<file path="src/rtl/issue_queue_entry_allocator_pkg.sv">
// Shared scheduler types for the issue-queue free-list manager.
// Default widths for dispatch/issue lanes and the issue-queue index space.
package issue_queue_entry_allocator_pkg;

  localparam int ISSUE_QUEUE_ENTRY_NUM   = 16;
  localparam int ISSUE_QUEUE_INDEX_WIDTH = $clog2(ISSUE_QUEUE_ENTRY_NUM);
  localparam int DISPATCH_WIDTH          = 2;
  localparam int ISSUE_WIDTH             = 2;

  typedef logic [ISSUE_QUEUE_INDEX_WIDTH-1:0] IssueQueueIndexPath;
  typedef logic [ISSUE_QUEUE_INDEX_WIDTH:0]   IssueQueueCountPath;

endpackage

</file>
<file path="src/rtl/issue_queue_entry_allocator_if.sv">
// Dispatch/release/status bundle between the scheduler pipeline and the IQ free list.
// The master side is the pipeline; the slave side is the allocator.
interface issue_queue_entry_allocator_if
  import issue_queue_entry_allocator_pkg::*;
#(
  parameter int INDEX_WIDTH   = ISSUE_QUEUE_INDEX_WIDTH,
  parameter int ALLOC_WIDTH   = DISPATCH_WIDTH,
  parameter int RELEASE_WIDTH = ISSUE_WIDTH
);
  logic                                   flush;
  logic                                   stall;
  logic [ALLOC_WIDTH-1:0]                 allocReq;
  logic [ALLOC_WIDTH*INDEX_WIDTH-1:0]     allocPtr;
  logic                                   allocGrant;
  logic [RELEASE_WIDTH-1:0]               releaseEntry;
  logic [RELEASE_WIDTH*INDEX_WIDTH-1:0]   releasePtr;
  logic [INDEX_WIDTH:0]                   freeCount;
  logic                                   allEmpty;
  logic                                   overflowErr;

  modport master (
    output flush, stall, allocReq, releaseEntry, releasePtr,
    input  allocPtr, allocGrant, freeCount, allEmpty, overflowErr
  );

  modport slave (
    input  flush, stall, allocReq, releaseEntry, releasePtr,
    output allocPtr, allocGrant, freeCount, allEmpty, overflowErr
  );
endinterface

</file>
<file path="src/rtl/issue_queue_entry_allocator_lane_rank.sv">
// Prefix popcount over a lane request vector: each lane's rank is the number of
// active lanes below it; total is the popcount of the whole vector.
module iq_lane_rank #(
  parameter int WIDTH = 2,
  parameter int CNT_W = $clog2(WIDTH + 1)
) (
  input  logic [WIDTH-1:0]            req,
  output logic [WIDTH-1:0][CNT_W-1:0] rank,
  output logic [CNT_W-1:0]            total
);
  logic [CNT_W-1:0] acc;

  always_comb begin
    acc  = '0;
    rank = '0;
    for (int k = 0; k < WIDTH; k++) begin
      rank[k] = acc;
      acc     = acc + CNT_W'(req[k]);
    end
    total = acc;
  end
endmodule

</file>
<file path="src/rtl/issue_queue_entry_allocator.sv">
// Circular free list of issue-queue indices: grants up to ALLOC_WIDTH indices per
// cycle to dispatch and reclaims up to RELEASE_WIDTH indices per cycle from wakeup.
module issue_queue_entry_allocator
  import issue_queue_entry_allocator_pkg::*;
#(
  parameter int ENTRY_NUM     = ISSUE_QUEUE_ENTRY_NUM,
  parameter int INDEX_WIDTH   = $clog2(ENTRY_NUM),
  parameter int ALLOC_WIDTH   = DISPATCH_WIDTH,
  parameter int RELEASE_WIDTH = ISSUE_WIDTH
) (
  input logic                          clk,
  input logic                          rst,
  issue_queue_entry_allocator_if.slave iq
);
  localparam int ALLOC_CNT_W = $clog2(ALLOC_WIDTH + 1);
  localparam int REL_CNT_W   = $clog2(RELEASE_WIDTH + 1);

  typedef logic [INDEX_WIDTH-1:0] indexT;
  typedef logic [INDEX_WIDTH:0]   countT;
  typedef logic [INDEX_WIDTH+1:0] sumT;

  indexT list [ENTRY_NUM];
  indexT head;
  indexT tail;
  countT count;
  logic  overflowErrR;

  logic [ALLOC_WIDTH-1:0][ALLOC_CNT_W-1:0] allocRank;
  logic [ALLOC_CNT_W-1:0]                  allocTotal;
  logic [RELEASE_WIDTH-1:0][REL_CNT_W-1:0] relRank;
  logic [REL_CNT_W-1:0]                    relTotal;

  logic                               grant;
  countT                              allocNum;
  countT                              relNum;
  sumT                                countSum;
  logic                               overflowNow;
  logic [ALLOC_WIDTH*INDEX_WIDTH-1:0] allocPtrFlat;
  logic [ENTRY_NUM-1:0]               isFree;

  iq_lane_rank #(.WIDTH(ALLOC_WIDTH), .CNT_W(ALLOC_CNT_W)) u_allocRank (
    .req   (iq.allocReq),
    .rank  (allocRank),
    .total (allocTotal)
  );

  iq_lane_rank #(.WIDTH(RELEASE_WIDTH), .CNT_W(REL_CNT_W)) u_relRank (
    .req   (iq.releaseEntry),
    .rank  (relRank),
    .total (relTotal)
  );

  // All-or-nothing grant; requesting lanes read consecutive list slots from head.
  always_comb begin
    grant        = !iq.stall && !iq.flush && (countT'(allocTotal) <= count);
    allocNum     = grant ? countT'(allocTotal) : '0;
    relNum       = countT'(relTotal);
    countSum     = sumT'(count) - sumT'(allocNum) + sumT'(relNum);
    overflowNow  = countSum > sumT'(ENTRY_NUM);
    allocPtrFlat = '0;
    for (int k = 0; k < ALLOC_WIDTH; k++) begin
      if (iq.allocReq[k]) begin
        allocPtrFlat[k*INDEX_WIDTH +: INDEX_WIDTH] = list[head + indexT'(allocRank[k])];
      end
    end
  end

  always_ff @(posedge clk) begin
    if (rst || iq.flush) begin
      for (int i = 0; i < ENTRY_NUM; i++) begin
        list[i] <= indexT'(i);
      end
      head  <= '0;
      tail  <= '0;
      count <= countT'(ENTRY_NUM);
      if (rst) begin
        overflowErrR <= 1'b0;
      end
    end else begin
      head <= head + indexT'(allocNum);
      for (int k = 0; k < RELEASE_WIDTH; k++) begin
        if (iq.releaseEntry[k]) begin
          list[tail + indexT'(relRank[k])] <= iq.releasePtr[k*INDEX_WIDTH +: INDEX_WIDTH];
        end
      end
      tail <= tail + indexT'(relNum);
      if (overflowNow) begin
        overflowErrR <= 1'b1;
        count        <= countT'(ENTRY_NUM);
      end else begin
        count <= countT'(countSum);
      end
    end
  end

  assign iq.allocPtr    = allocPtrFlat;
  assign iq.allocGrant  = grant;
  assign iq.freeCount   = count;
  assign iq.allEmpty    = (count == countT'(ENTRY_NUM));
  assign iq.overflowErr = overflowErrR;

  // Membership of the free window [head, head+count), used only for the double-free check.
  always_comb begin
    isFree = '0;
    for (int i = 0; i < ENTRY_NUM; i++) begin
      if (countT'(i) < count) begin
        isFree[list[head + indexT'(i)]] = 1'b1;
      end
    end
  end

  // An overflowing release is already reported through overflowErr, so it is not re-flagged here.
  always @(posedge clk) begin
    for (int k = 0; k < RELEASE_WIDTH; k++) begin
      if (!rst && !iq.flush && !overflowNow && !overflowErrR && iq.releaseEntry[k]) begin
        assert (!isFree[iq.releasePtr[k*INDEX_WIDTH +: INDEX_WIDTH]])
          else $error("issue_queue_entry_allocator: lane %0d released free index %0d",
                      k, iq.releasePtr[k*INDEX_WIDTH +: INDEX_WIDTH]);
      end
    end
  end
endmodule
</file>
<file path="src/flat_wrapper.sv">
// flat-port wrapper written by rule: the top's interface ports become plain ports
module issue_queue_entry_allocator_flat import issue_queue_entry_allocator_pkg::*;
#(
  parameter int ENTRY_NUM     = ISSUE_QUEUE_ENTRY_NUM,
  parameter int INDEX_WIDTH   = $clog2(ENTRY_NUM),
  parameter int ALLOC_WIDTH   = DISPATCH_WIDTH,
  parameter int RELEASE_WIDTH = ISSUE_WIDTH
)
  (clk, rst, iq_flush, iq_stall, iq_allocReq, iq_releaseEntry, iq_releasePtr, iq_allocPtr, iq_allocGrant, iq_freeCount, iq_allEmpty, iq_overflowErr);
  issue_queue_entry_allocator_if #(.INDEX_WIDTH(INDEX_WIDTH), .ALLOC_WIDTH(ALLOC_WIDTH), .RELEASE_WIDTH(RELEASE_WIDTH)) iq_i ();
  input logic clk;
  input logic rst;
  input wire logic [$bits(iq_i.flush)-1:0] iq_flush;
  input wire logic [$bits(iq_i.stall)-1:0] iq_stall;
  input wire logic [$bits(iq_i.allocReq)-1:0] iq_allocReq;
  input wire logic [$bits(iq_i.releaseEntry)-1:0] iq_releaseEntry;
  input wire logic [$bits(iq_i.releasePtr)-1:0] iq_releasePtr;
  output wire logic [$bits(iq_i.allocPtr)-1:0] iq_allocPtr;
  output wire logic [$bits(iq_i.allocGrant)-1:0] iq_allocGrant;
  output wire logic [$bits(iq_i.freeCount)-1:0] iq_freeCount;
  output wire logic [$bits(iq_i.allEmpty)-1:0] iq_allEmpty;
  output wire logic [$bits(iq_i.overflowErr)-1:0] iq_overflowErr;
  assign iq_i.flush = iq_flush;
  assign iq_i.stall = iq_stall;
  assign iq_i.allocReq = iq_allocReq;
  assign iq_i.releaseEntry = iq_releaseEntry;
  assign iq_i.releasePtr = iq_releasePtr;
  assign iq_allocPtr = iq_i.allocPtr;
  assign iq_allocGrant = iq_i.allocGrant;
  assign iq_freeCount = iq_i.freeCount;
  assign iq_allEmpty = iq_i.allEmpty;
  assign iq_overflowErr = iq_i.overflowErr;
  issue_queue_entry_allocator #(.ENTRY_NUM(ENTRY_NUM), .INDEX_WIDTH(INDEX_WIDTH), .ALLOC_WIDTH(ALLOC_WIDTH), .RELEASE_WIDTH(RELEASE_WIDTH)) u_core (.clk(clk), .rst(rst), .iq(iq_i));
endmodule
</file>
<file path="config.mk">
export PLATFORM = sky130hd
export DESIGN_NAME = issue_queue_entry_allocator_flat
export DESIGN_NICKNAME = d
export VERILOG_FILES = /design/src/rtl/issue_queue_entry_allocator_pkg.sv /design/src/rtl/issue_queue_entry_allocator_if.sv /design/src/rtl/issue_queue_entry_allocator_lane_rank.sv /design/src/rtl/issue_queue_entry_allocator.sv /design/src/flat_wrapper.sv
export SDC_FILE = /design/constraint.sdc
export NUM_CORES = 1
export LEC_CHECK = 0
export ABC_CLOCK_PERIOD_IN_PS = 5100
export BUFFER_PORTS_ARGS = -buffer_cell sky130_fd_sc_hd__buf_2
export CAP_MARGIN = 20
export CORE_ASPECT_RATIO = 0.7
export CORE_MARGIN = 2
export CORE_UTILIZATION = 62
export CTS_CLUSTER_DIAMETER = 50
export CTS_CLUSTER_SIZE = 8
export DETAILED_ROUTE_END_ITERATION = 10
export GPL_TIMING_DRIVEN = 1
export HOLD_SLACK_MARGIN = 0.06
export PLACE_DENSITY = 0.91
export SKIP_LAST_GASP = 1
export SLEW_MARGIN = 20
export SYNTH_ARGS = -nofsm -noshare
export SYNTH_HDL_FRONTEND = slang
export SYNTH_SLANG_ARGS = --single-unit
</file>
<file path="constraint.sdc">
create_clock -name clk -period 5.1 [get_ports clk]
set_input_delay 0.51 -clock clk [delete_from_list [all_inputs] [get_ports clk]]
set_output_delay 0.51 -clock clk [all_outputs]
set_load 0.02 [all_outputs]
</file>
==> Flow_metrics.wiki <==
{| class="wikitable"
! Metric !! Value
|-
| Result of the run || finished, final reports clean
|-
| CTS Buffer Depth || 2
|-
| Slowest stage cell on the critical path || sky130_fd_sc_hd__fa_1
|-
| Initial antenna violation count || 1
|-
| Largest net degree at the start of global routing || 21
|-
| VDD IR-drop max || 0.000232 V
|-
| Slew margin rel. || 0.299
|-
| CP Class || in2reg
|-
| Root buffer selected by CTS || sky130_fd_sc_hd__clkbuf_16
|-
| Die area || 9600 µm²
|-
| Routability Congestion || 1.04
|-
| Post-synthesis cell area || 5470 µm²
|-
| Hold_buf cts || 0
|-
| Global-route wire length before repair || 23.8 mm
|-
| Period utilisation layout || 0.818
|-
| # port buffers || 31
|-
| Number of buffers inserted by post-CTS setup repair || 0
|-
| Mean routed wirelength per cell || 25.1 µm
|-
| Startpoint type of the worst setup path || input port
|-
| TritonCTS clock tree || built
|-
| Finish-stage setup viols || 0
|-
| Longest individual stage delay on the worst path || 500 ps
|-
| Number of distinct library cell variants in the gate-level netlist after synthesis || 58
|-
| Sort of element at the end of the critical path || register
|-
| Cells along the critical path || buf_2 > ha_1 > ha_1 > nor2b_1 > o2111a_1 > nor3_1 > and2_1 > fa_1 > fa_1 > nand2b_1 > a2bb2oi_1 > xor2_1 > a41oi_1 > a2111o_1
|-
| Min-Delay Startpoint || rst
|-
| Ports placed on the boundary || 32
|-
| Starting utilization of the core area || 0.643
|-
| Core Region || 8510 µm²
|-
| Worst r2r path cells || 13
|-
| Number of hold-slack violations in the final timing report || 0
|-
| Highest Clock Rate || 240 MHz
|-
| CTS-repair resized insts || 0
|-
| DRC violation count after routing || 0
|-
| Worst Hold Class || in2reg
|-
| H-tree level count || 3
|-
| FP Rows || 28
|-
| GRT overflow || 0
|-
| Static leakage power || 2.16 nW
|-
| Number of synthesis warnings || 0
|-
| Number of buffers created by CTS || 9
|-
| Layout cell share with drive strength beyond 1 || 0.193
|-
| Worst hold slack || 489 ps
|-
| P per Cell Area || 340 nW/µm²
|-
| CP Data Arrival Time || 4280 ps
|-
| Final net count || 543
|-
| Flops & latches, synth || 78
|-
| Area growth, synth to finish || 9.03%
|-
| Count of mapped cells out of synthesis || 492
|-
| Setup total negative slack || 0 ps
|-
| Placed cell area || 5640 µm²
|-
| Final design instance area without fill || 5960 µm²
|-
| Overall power || 2.03 mW
|-
| Slew Limit Fails || 0
|-
| Prevailing post-synth register cell || sky130_fd_sc_hd__edfxtp_1
|-
| Largest driver fanout on the critical path || 5
|-
| Total of max-cap violations || 0
|-
| Number of synthesized flops with an enable pin || 65
|-
| Share of the yosys chip area belonging to registers || 0.404
|-
| Total nets after synthesis || 532
|-
| Hpwl dp || 11.3 mm
|-
| Router iterations before antenna repair || 7
|-
| Worst-Skew Late Latency || 340 ps
|-
| FF-to-FF Start || u_core.iq.freeCount[1]$_SDFF_PP0_
|-
| Average vias per placed instance || 6.90
|-
| Gr usage total || 0.349
|-
| First DRT Iteration DRCs || 646
|-
| Antenna cell count || 0
|-
| Minimum clock period || 4170 ps
|-
| Required time at the endpoint of the critical path || 5200 ps
|-
| Async set-reset flop share out of synthesis || 0
|-
| Clock transition at path regs || 60 ps
|-
| Setup repair after global routing missed its margin || no
|-
| Floorplan die height || 82.6 µm
|-
| Vias post-DR || 4335
|-
| Sum of routed wire length over all layers || 15.7 mm
|-
| Hold path cells || 2
|-
| Fin util || 0.701
|-
| Critical path startpoint || iq_allocReq[0]
|-
| Worst clock skew on the final layout || 7.30 ps
|-
| Width of the chip || 116 µm
|-
| Via count of the first global-routing pass || 4152
|-
| Count of clock tree sinks || 78
|-
| Slew at the pin closest to its max-slew limit || 1050 ps
|-
| Number of antenna-violating nets in the routed design || 0
|-
| Avg Inst Size Synth || 11.1 µm²
|}
-- kinds of logic after synthesis --
| group | synth area share |
|---|---|
| flops | 0.404 |
| mux | 0.247 |
| fa+ha+maj | 0.0604 |
| xor+xnor | 0.0176 |
| buf+inv | 0.0478 |
| compound gates | 0.0597 |
| simple gates | 0.163 |
-- Yosys cell counts, drive strengths merged (2+ instances only) --
library cell	number	area (µm²)
nor2b	7	43.8
xnor2	4	35.0
o22ai	9	56.3
xor2	7	61.3
and3	2	12.5
nand3	25	125
nor4b	4	35.0
mux4	32	721
nand3b	4	30.0
o211ai	2	15.0
buf	13	81.3
mux2i	55	551
a211oi	6	45.0
a211o	2	17.5
and2	7	43.8
or2	2	15.0
nand2b	5	31.3
dfxtp	13	260
edfxtp	65	1950
fa	4	80.1
and4b	2	20.0
inv	27	101
o21ai	11	55.1
a21oi	10	50.1
ha	20	250
nor3	11	71.3
mux2	7	78.8
nand4	2	12.5
nor3b	3	37.5
nand2	50	190
and4	2	17.5
or3	3	18.8
clkbuf	20	75.1
nor2	42	160
-- final cells by class --
cell class | instances | area (µm²)
Clock buffer | 9 | 225
Sequential cell | 78 | 2210
Multi-Input combinational cell | 353 | 3000
Timing Repair Buffer | 33 | 170
Inverter | 28 | 105
Clock inverter | 7 | 97.6
Tap cell | 120 | 150
Fill cell | 616 | 2550
-- path summary, 6_finish.rpt --
| check | slack, ps | endpoint |
|---|---|---|
| max | 930 | u_core.iq.overflowErr$_DFFE_PP_ |
| min | 490 | u_core.iq.overflowErr$_DFFE_PP_ |
| max reg2reg | 930 | u_core.iq.overflowErr$_DFFE_PP_ |
| min reg2reg | 690 | u_core.tail[3]$_SDFF_PN0_ |
-- sequential cells by signal (all words and copies together), names as in the netlist --
| name | flops |
|---|---|
| u_core.tail | 4 |
| u_core.list | 64 |
| u_core.iq.freeCount | 5 |
| u_core.iq.overflowErr | 1 |
| u_core.head | 4 |
-- layer usage --
layer	global-route usage	wire [µm]	up-vias
li1	-	-	1857
met1	0.510	6290	2099
met2	0.509	6740	330
met3	0.108	2370	49
met4	0.0940	344	0
met5	0	0	-
-- where the power goes --
group	total (mW)	leakage [nW]	switching (mW)	internal, mW
combinational	0.567	1.30	0.351	0.216
clock	0.696	0.152	0.266	0.430
sequential	0.767	0.709	0.0405	0.726
-- cells in the final DEF, fill, tap and decap left out, types with 3 or more instances in the layout --
| master | n |
|---|---|
| sky130_fd_sc_hd__and2_1 | 7 |
| sky130_fd_sc_hd__nor3_1 | 9 |
| sky130_fd_sc_hd__mux2_2 | 5 |
| sky130_fd_sc_hd__fa_1 | 4 |
| sky130_fd_sc_hd__a21oi_1 | 10 |
| sky130_fd_sc_hd__a211oi_1 | 6 |
| sky130_fd_sc_hd__clkbuf_16 | 9 |
| sky130_fd_sc_hd__buf_2 | 31 |
| sky130_fd_sc_hd__xor2_1 | 6 |
| sky130_fd_sc_hd__ha_1 | 20 |
| sky130_fd_sc_hd__nor4b_1 | 4 |
| sky130_fd_sc_hd__o22ai_1 | 9 |
| sky130_fd_sc_hd__nor3b_2 | 3 |
| sky130_fd_sc_hd__o21ai_0 | 11 |
| sky130_fd_sc_hd__edfxtp_1 | 65 |
| sky130_fd_sc_hd__dfxtp_1 | 13 |
| sky130_fd_sc_hd__nor2_1 | 41 |
| sky130_fd_sc_hd__nor2b_1 | 7 |
| sky130_fd_sc_hd__nand2b_1 | 5 |
| sky130_fd_sc_hd__nand3_1 | 25 |
| sky130_fd_sc_hd__nand3b_1 | 4 |
| sky130_fd_sc_hd__or3_1 | 3 |
| sky130_fd_sc_hd__inv_1 | 26 |
| sky130_fd_sc_hd__mux4_2 | 32 |
| sky130_fd_sc_hd__nand2_1 | 49 |
| sky130_fd_sc_hd__mux2i_1 | 55 |
| sky130_fd_sc_hd__xnor2_1 | 4 |
-- worst max-delay path: cells and delay by family --
kind / cells / cell delay [ps]
fa+ha+maj: 4 / 1500
compound gates: 4 / 1090
simple gates: 4 / 790
xor+xnor: 1 / 250
buf+inv: 1 / 130
-- per-stage QoR --
stage	setup slack (ps)	std cells
final	927	628
after global routing	687	628
after CTS	952	628
after detailed placement	611	612
after global placement	861	612
after floorplan	735	492
Note: power is estimated with default switching activity, not from simulation.
